--- src/rtl/mole_pkg.sv ---
// Shared definitions for the whack-a-mole field: state encoding, difficulty
// scale table and timer sizing.
package mole_pkg;

  // Longest up-time is (7+1)*4 = 32 ticks, which needs 6 bits.
  localparam int unsigned TIMER_W = 6;

  typedef enum logic [1:0] {
    IDLE     = 2'd0,
    UP       = 2'd1,
    COOLDOWN = 2'd2
  } mole_state_e;

  localparam logic [2:0] DIFF_SCALE [4] = '{3'd4, 3'd3, 3'd2, 3'd1};

  // Up-time in ticks for a freshly raised mole.
  function automatic logic [TIMER_W-1:0] up_ticks(input logic [1:0] difficulty,
                                                  input logic [2:0] moletime);
    return (TIMER_W'(moletime) + TIMER_W'(1)) * TIMER_W'(DIFF_SCALE[difficulty]);
  endfunction

endpackage

--- src/rtl/mole_cell.sv ---
// One mole channel: IDLE/UP/COOLDOWN state machine with its tick timer and
// single-cycle hit/miss/wrong event strobes.
import mole_pkg::*;

module mole_cell #(
  parameter int unsigned COOL_TICKS = 2
) (
  input  logic               clk,
  input  logic               rst,
  input  logic               enable,
  input  logic               tick,
  input  logic               grant,
  input  logic               whack,
  input  logic [TIMER_W-1:0] load_ticks,
  output logic               up,
  output logic               idle_c,
  output logic               up_nxt_c,
  output logic               hit_c,
  output logic               miss_c,
  output logic               wrong_c
);

  localparam logic [TIMER_W-1:0] COOL_LOAD = TIMER_W'(COOL_TICKS);

  mole_state_e        state_q, state_d;
  logic [TIMER_W-1:0] timer_q, timer_d;

  always_ff @(posedge clk or posedge rst) begin
    if (rst) begin
      state_q <= IDLE;
      timer_q <= '0;
    end else begin
      state_q <= state_d;
      timer_q <= timer_d;
    end
  end

  // Whack wins over a same-cycle expiry, so a late hit is never scored as a miss.
  always_comb begin
    state_d = state_q;
    timer_d = timer_q;
    hit_c   = 1'b0;
    miss_c  = 1'b0;
    wrong_c = 1'b0;
    if (!enable) begin
      state_d = IDLE;
      timer_d = '0;
    end else begin
      unique case (state_q)
        IDLE: begin
          wrong_c = whack;
          if (grant) begin
            state_d = UP;
            timer_d = load_ticks;
          end
        end
        UP: begin
          if (whack) begin
            hit_c   = 1'b1;
            state_d = COOLDOWN;
            timer_d = COOL_LOAD;
          end else if (tick) begin
            if (timer_q <= TIMER_W'(1)) begin
              miss_c  = 1'b1;
              state_d = COOLDOWN;
              timer_d = COOL_LOAD;
            end else begin
              timer_d = timer_q - TIMER_W'(1);
            end
          end
        end
        COOLDOWN: begin
          wrong_c = whack;
          if (timer_q == '0) begin
            state_d = IDLE;
          end else if (tick) begin
            if (timer_q == TIMER_W'(1)) begin
              state_d = IDLE;
              timer_d = '0;
            end else begin
              timer_d = timer_q - TIMER_W'(1);
            end
          end
        end
        default: begin
          state_d = IDLE;
          timer_d = '0;
        end
      endcase
    end
  end

  assign up       = (state_q == UP);
  assign idle_c   = (state_q == IDLE);
  assign up_nxt_c = (state_d == UP);

endmodule

--- src/rtl/mole_field_ctrl.sv ---
// Whack-a-mole field controller: tick prescaler, ordered spawn grant against
// the MAX_UP limit, per-mole cells and registered event popcounts.
import mole_pkg::*;

module mole_field_ctrl #(
  parameter int unsigned NUM_MOLES   = 8,
  parameter int unsigned TICK_CYCLES = 10_000_000,
  parameter int unsigned MAX_UP      = 4,
  parameter int unsigned COOL_TICKS  = 2,
  localparam int unsigned CNT_W      = $clog2(NUM_MOLES + 1)
) (
  input  logic                 CLK100MHZ,
  input  logic                 reset,
  input  logic                 enable,
  input  logic [1:0]           difficulty,
  input  logic [2:0]           moletime,
  input  logic [NUM_MOLES-1:0] spawn,
  input  logic [NUM_MOLES-1:0] whack,
  output logic [NUM_MOLES-1:0] omole,
  output logic [CNT_W-1:0]     hit_cnt,
  output logic [CNT_W-1:0]     miss_cnt,
  output logic [CNT_W-1:0]     wrong_cnt,
  output logic [CNT_W-1:0]     up_cnt
);

  localparam int unsigned PS_W  = (TICK_CYCLES > 1) ? $clog2(TICK_CYCLES) : 1;
  localparam int unsigned ACC_W = CNT_W + 1;

  logic [PS_W-1:0]      ps_q;
  logic                 tick_c;
  logic [TIMER_W-1:0]   load_ticks_c;
  logic [NUM_MOLES-1:0] grant_c, idle_c, up_nxt_c, hit_c, miss_c, wrong_c;
  logic [ACC_W-1:0]     acc_c;
  logic [CNT_W-1:0]     hit_sum_c, miss_sum_c, wrong_sum_c, up_sum_c;

  assign tick_c = enable && (ps_q == PS_W'(TICK_CYCLES - 1));

  // Prescaler restarts from zero whenever the game is paused.
  always_ff @(posedge CLK100MHZ or posedge reset) begin
    if (reset)                 ps_q <= '0;
    else if (!enable || tick_c) ps_q <= '0;
    else                       ps_q <= ps_q + PS_W'(1);
  end

  assign load_ticks_c = up_ticks(difficulty, moletime);

  // Lowest index wins the free slots; ungranted spawns are simply dropped.
  always_comb begin
    grant_c = '0;
    acc_c   = '0;
    for (int i = 0; i < NUM_MOLES; i++) begin
      if (enable && spawn[i] && idle_c[i] &&
          (ACC_W'(up_cnt) + acc_c < ACC_W'(MAX_UP))) begin
        grant_c[i] = 1'b1;
        acc_c      = acc_c + ACC_W'(1);
      end
    end
  end

  for (genvar g = 0; g < NUM_MOLES; g++) begin : g_mole
    mole_cell #(.COOL_TICKS(COOL_TICKS)) u_cell (
      .clk        (CLK100MHZ),
      .rst        (reset),
      .enable     (enable),
      .tick       (tick_c),
      .grant      (grant_c[g]),
      .whack      (whack[g]),
      .load_ticks (load_ticks_c),
      .up         (omole[g]),
      .idle_c     (idle_c[g]),
      .up_nxt_c   (up_nxt_c[g]),
      .hit_c      (hit_c[g]),
      .miss_c     (miss_c[g]),
      .wrong_c    (wrong_c[g])
    );
  end

  always_comb begin
    hit_sum_c   = '0;
    miss_sum_c  = '0;
    wrong_sum_c = '0;
    up_sum_c    = '0;
    for (int i = 0; i < NUM_MOLES; i++) begin
      hit_sum_c   = hit_sum_c   + CNT_W'(hit_c[i]);
      miss_sum_c  = miss_sum_c  + CNT_W'(miss_c[i]);
      wrong_sum_c = wrong_sum_c + CNT_W'(wrong_c[i]);
      up_sum_c    = up_sum_c    + CNT_W'(up_nxt_c[i]);
    end
  end

  // up_cnt tracks the registered UP states, so it also feeds the grant limit.
  always_ff @(posedge CLK100MHZ or posedge reset) begin
    if (reset) begin
      hit_cnt   <= '0;
      miss_cnt  <= '0;
      wrong_cnt <= '0;
      up_cnt    <= '0;
    end else begin
      hit_cnt   <= hit_sum_c;
      miss_cnt  <= miss_sum_c;
      wrong_cnt <= wrong_sum_c;
      up_cnt    <= up_sum_c;
    end
  end

endmodule

--- config.mk ---
export PLATFORM = sky130hd
export DESIGN_NAME = mole_field_ctrl
export DESIGN_NICKNAME = d
export VERILOG_FILES = /design/src/rtl/mole_pkg.sv /design/src/rtl/mole_cell.sv /design/src/rtl/mole_field_ctrl.sv
export SDC_FILE = /design/constraint.sdc
export NUM_CORES = 1
export LEC_CHECK = 0
export CAP_MARGIN = 5
export CELL_PAD_IN_SITES_DETAIL_PLACEMENT = 1
export CELL_PAD_IN_SITES_GLOBAL_PLACEMENT = 2
export CORE_MARGIN = 5
export CORE_UTILIZATION = 38
export CTS_CLUSTER_DIAMETER = 100
export CTS_CLUSTER_SIZE = 28
export DETAILED_ROUTE_END_ITERATION = 8
export MAX_ROUTING_LAYER = met4
export PLACE_DENSITY_LB_ADDON = 0.1
export SYNTH_ARGS = -nofsm -noshare
export SYNTH_HDL_FRONTEND = slang
export SYNTH_SLANG_ARGS = --single-unit
--- constraint.sdc ---
create_clock -name CLK100MHZ -period 13.73 [get_ports CLK100MHZ]
set_clock_uncertainty 0.2 [all_clocks]
set_input_delay 2.0595 -clock CLK100MHZ [delete_from_list [all_inputs] [get_ports CLK100MHZ]]
set_output_delay 2.0595 -clock CLK100MHZ [all_outputs]
set_load 0.01 [all_outputs]
==> impl_metrics.ini <==
[worst_hold_path]
worstHoldPathType = reg -> reg

[power]
vdd_drop_max_mv = 0.05546
powerDensity_mw_per_mm2 = 124.9
p_leak_nw = 4.446

[synthesis]
synth_top_area_share_pct = 29.99
yosysSeqAreaShare_pct = 29.99
ys_top_cells_by_count = nor2_1, dfrtp_1, nand2_1
synth_edf_count = 0
synth_most_common_cell = nor2_1
synth_area_sq_mm = 0.008678
synth_cell_types = 75
syn_nets = 1147
synth_seq_cells = 104
synth-main-ff-cell = dfrtp_1
yosysWarnings = 0
syn_area_per_cell_sq_um = 8.289
syn-instance-count = 1047
yosys.area.top_type = dfrtp_1
yosys-top-cells-area = dfrtp_1, ha_1, nor2_1
async_flop_share_pct = 100.0

[die]
rows = 55
start_util_pct = 38.45
die_area_sq_mm = 0.02596
coreArea_sq_mm = 0.02257
io_pins = 48
die_w_um = 161.1
die_y_um = 161.1

[sta]
post-route-period-util_pct = 95.51
slew_headroom_pct = 23.22
tightest_slew_ns = 1.143
fin_crit_ns = 13.11
hold_viol = 0
slew_viol_final = 0
setup_viol = 0
max_freq_ghz = 0.07626

[drt]
wirelength_um = 27870
firstDrtPassIters = 4
drc = 0
drt-initial-drc-count = 402
antenna_left = 0
routedWlPerCell_um = 20.12
avgViaCountPerCell = 5.680
vias = 7867

[critical_path]
path_max_fanout = 4
path_buf_inv = 5
cp.arrival_ns = 13.16
critPathKind = in -> reg
worst_ep_required_time_ns = 13.78
cp-end-kind = flip-flop
crit_family = simple AND/OR/NAND/NOR gates
worst_setup_path_start_kind = input port
slowest_delay_ns = 0.55
cp_common_cell = ha_1
cp_slowest_cell = clkdlybuf4s50_1

[global_routing]
grt_pass1_vias = 8052
grt_overflow = 0
antenna_found_initial = 0
grt_max_degree = 60
grt_pass1_wl_um = 44880
grt.total_usage_pct = 22.25

[clock_tree]
cts_tree = done
clk_latency_ns = 0.36
clock_sinks = 104
root_buffer = clkbuf_16
h-tree-depth = 3
holdBufCountCts = 0
clk_pin_slew_ns = 0.08
clock_path_buffers = 2
cts_made_buffers = 9

[run_status]
status = finished, final reports clean

[layout]
finalNetCount = 1195
diodes = 0
final_core_util_pct = 43.97
drive_above_1_share_pct = 8.727
syn_to_final_growth_pct = 14.36
layout.cells.non_filler = 1385
fill_cells = 2739

[placed_design]
post-dp-hpwl_um = 21220
io_buffers = 47
gp_congestion = 0.8513
place_inst = 1366

[run]
drv_cap = 0
metrics by stage:
stage               total power, mW  hold WS, ns  TNS [ns]  instance area [sq um]  setup WS (ns)
floorplan                    0.7963       0.2549         0                   8678        0.05890
global placement             0.9648       0.2762         0                   9529         0.1566
detailed placement           0.9665       0.2854   -0.4797                   9529        -0.2457
CTS                           1.243       0.2973         0                   9826        0.08396
global route                  1.333       0.3271   -0.1104                   9925       -0.05780
finish                        1.239       0.2913         0                   9925         0.6171
final timing paths:
path                            startpoint                          end  slack (ns)  depth (start not counted)
worst max-delay path              spawn[1]                    up_cnt[2]        0.62                         49
worst min-delay path               ps_q[0]                      ps_q[0]        0.29                          1
worst max register to register   up_cnt[2]                    up_cnt[2]        1.74                         50
worst min register to register     ps_q[0]                      ps_q[0]        0.29                          1
max in group asynchronous            reset  g_mole[6].u_cell.timer_q[3]       10.19                          3
min in group asynchronous            reset  g_mole[2].u_cell.timer_q[3]        1.98                          2
logic make-up after synthesis:
kind of cell	synth area share [%]
simple gates	24.77
flops	29.99
buf+inv	5.435
xor+xnor	5.551
other cells	0.04321
compound gates	18.56
fa+ha+maj	12.60
mux	3.056
layer usage:
metal,GRT usage (%),vias to the layer above,share of wire [%]
met4,4.459,0,1.2
met3,2.041,21,2.3
met2,36.53,92,47
met5,-,-,0
met1,30.36,3943,49
li1,-,3811,-
sequential cells by signal, indices dropped and copies added (netlist names):
name / cells
g_mole.u_cell.timer_q: 48
ps_q: 24
hit_cnt: 4
up_cnt: 4
miss_cnt: 4
g_mole.u_cell.state_q: 16
wrong_cnt: 4
layout by cell type (no fill, tap or decap), types with 9 or more instances in the layout:
cell,Yosys,layout
or2_2,9,9
o31ai_1,11,9
nand2_1,103,102
a211oi_1,12,12
mux2_2,10,10
o211ai_1,11,11
o22ai_1,19,19
inv_1,73,72
nand2b_1,24,24
xor2_1,28,27
nor3_1,27,24
o21ai_0,62,61
nor4_1,11,10
o21a_1,10,9
clkdlybuf4s50_1,0,46
fa_1,19,19
nor2_1,106,106
clkbuf_16,0,9
mux2i_1,13,13
dfrtp_1,104,104
and3_1,13,13
nor2b_1,19,19
nand3_1,53,53
buf_4,8,31
nor3b_1,11,10
xnor2_1,27,26
ha_1,57,57
a21oi_1,55,55
layout make-up:
cell class                      count  area, sq um  area share (%)
Clock buffer                        9        225.2           2.269
Clock inverter                      7        71.32          0.7186
Inverter                           75        285.3           2.874
Multi-Input combinational cell    827         5685           57.29
Sequential cell                   104         2603           26.22
Tap cell                          285        356.6           3.593
Timing Repair Buffer               78        698.2           7.035
power by group:
part           switching, mW  internal [mW]
sequential            0.0630          0.346
combinational          0.324          0.236
clock                  0.141          0.130
total                  0.528          0.711
what timing repair did:
action,4_1_cts,5_1_grt
setup endpoints to repair,0,9
gates resized for setup,0,16
setup buffers,0,3
Note: power is estimated with default switching activity, not from simulation.
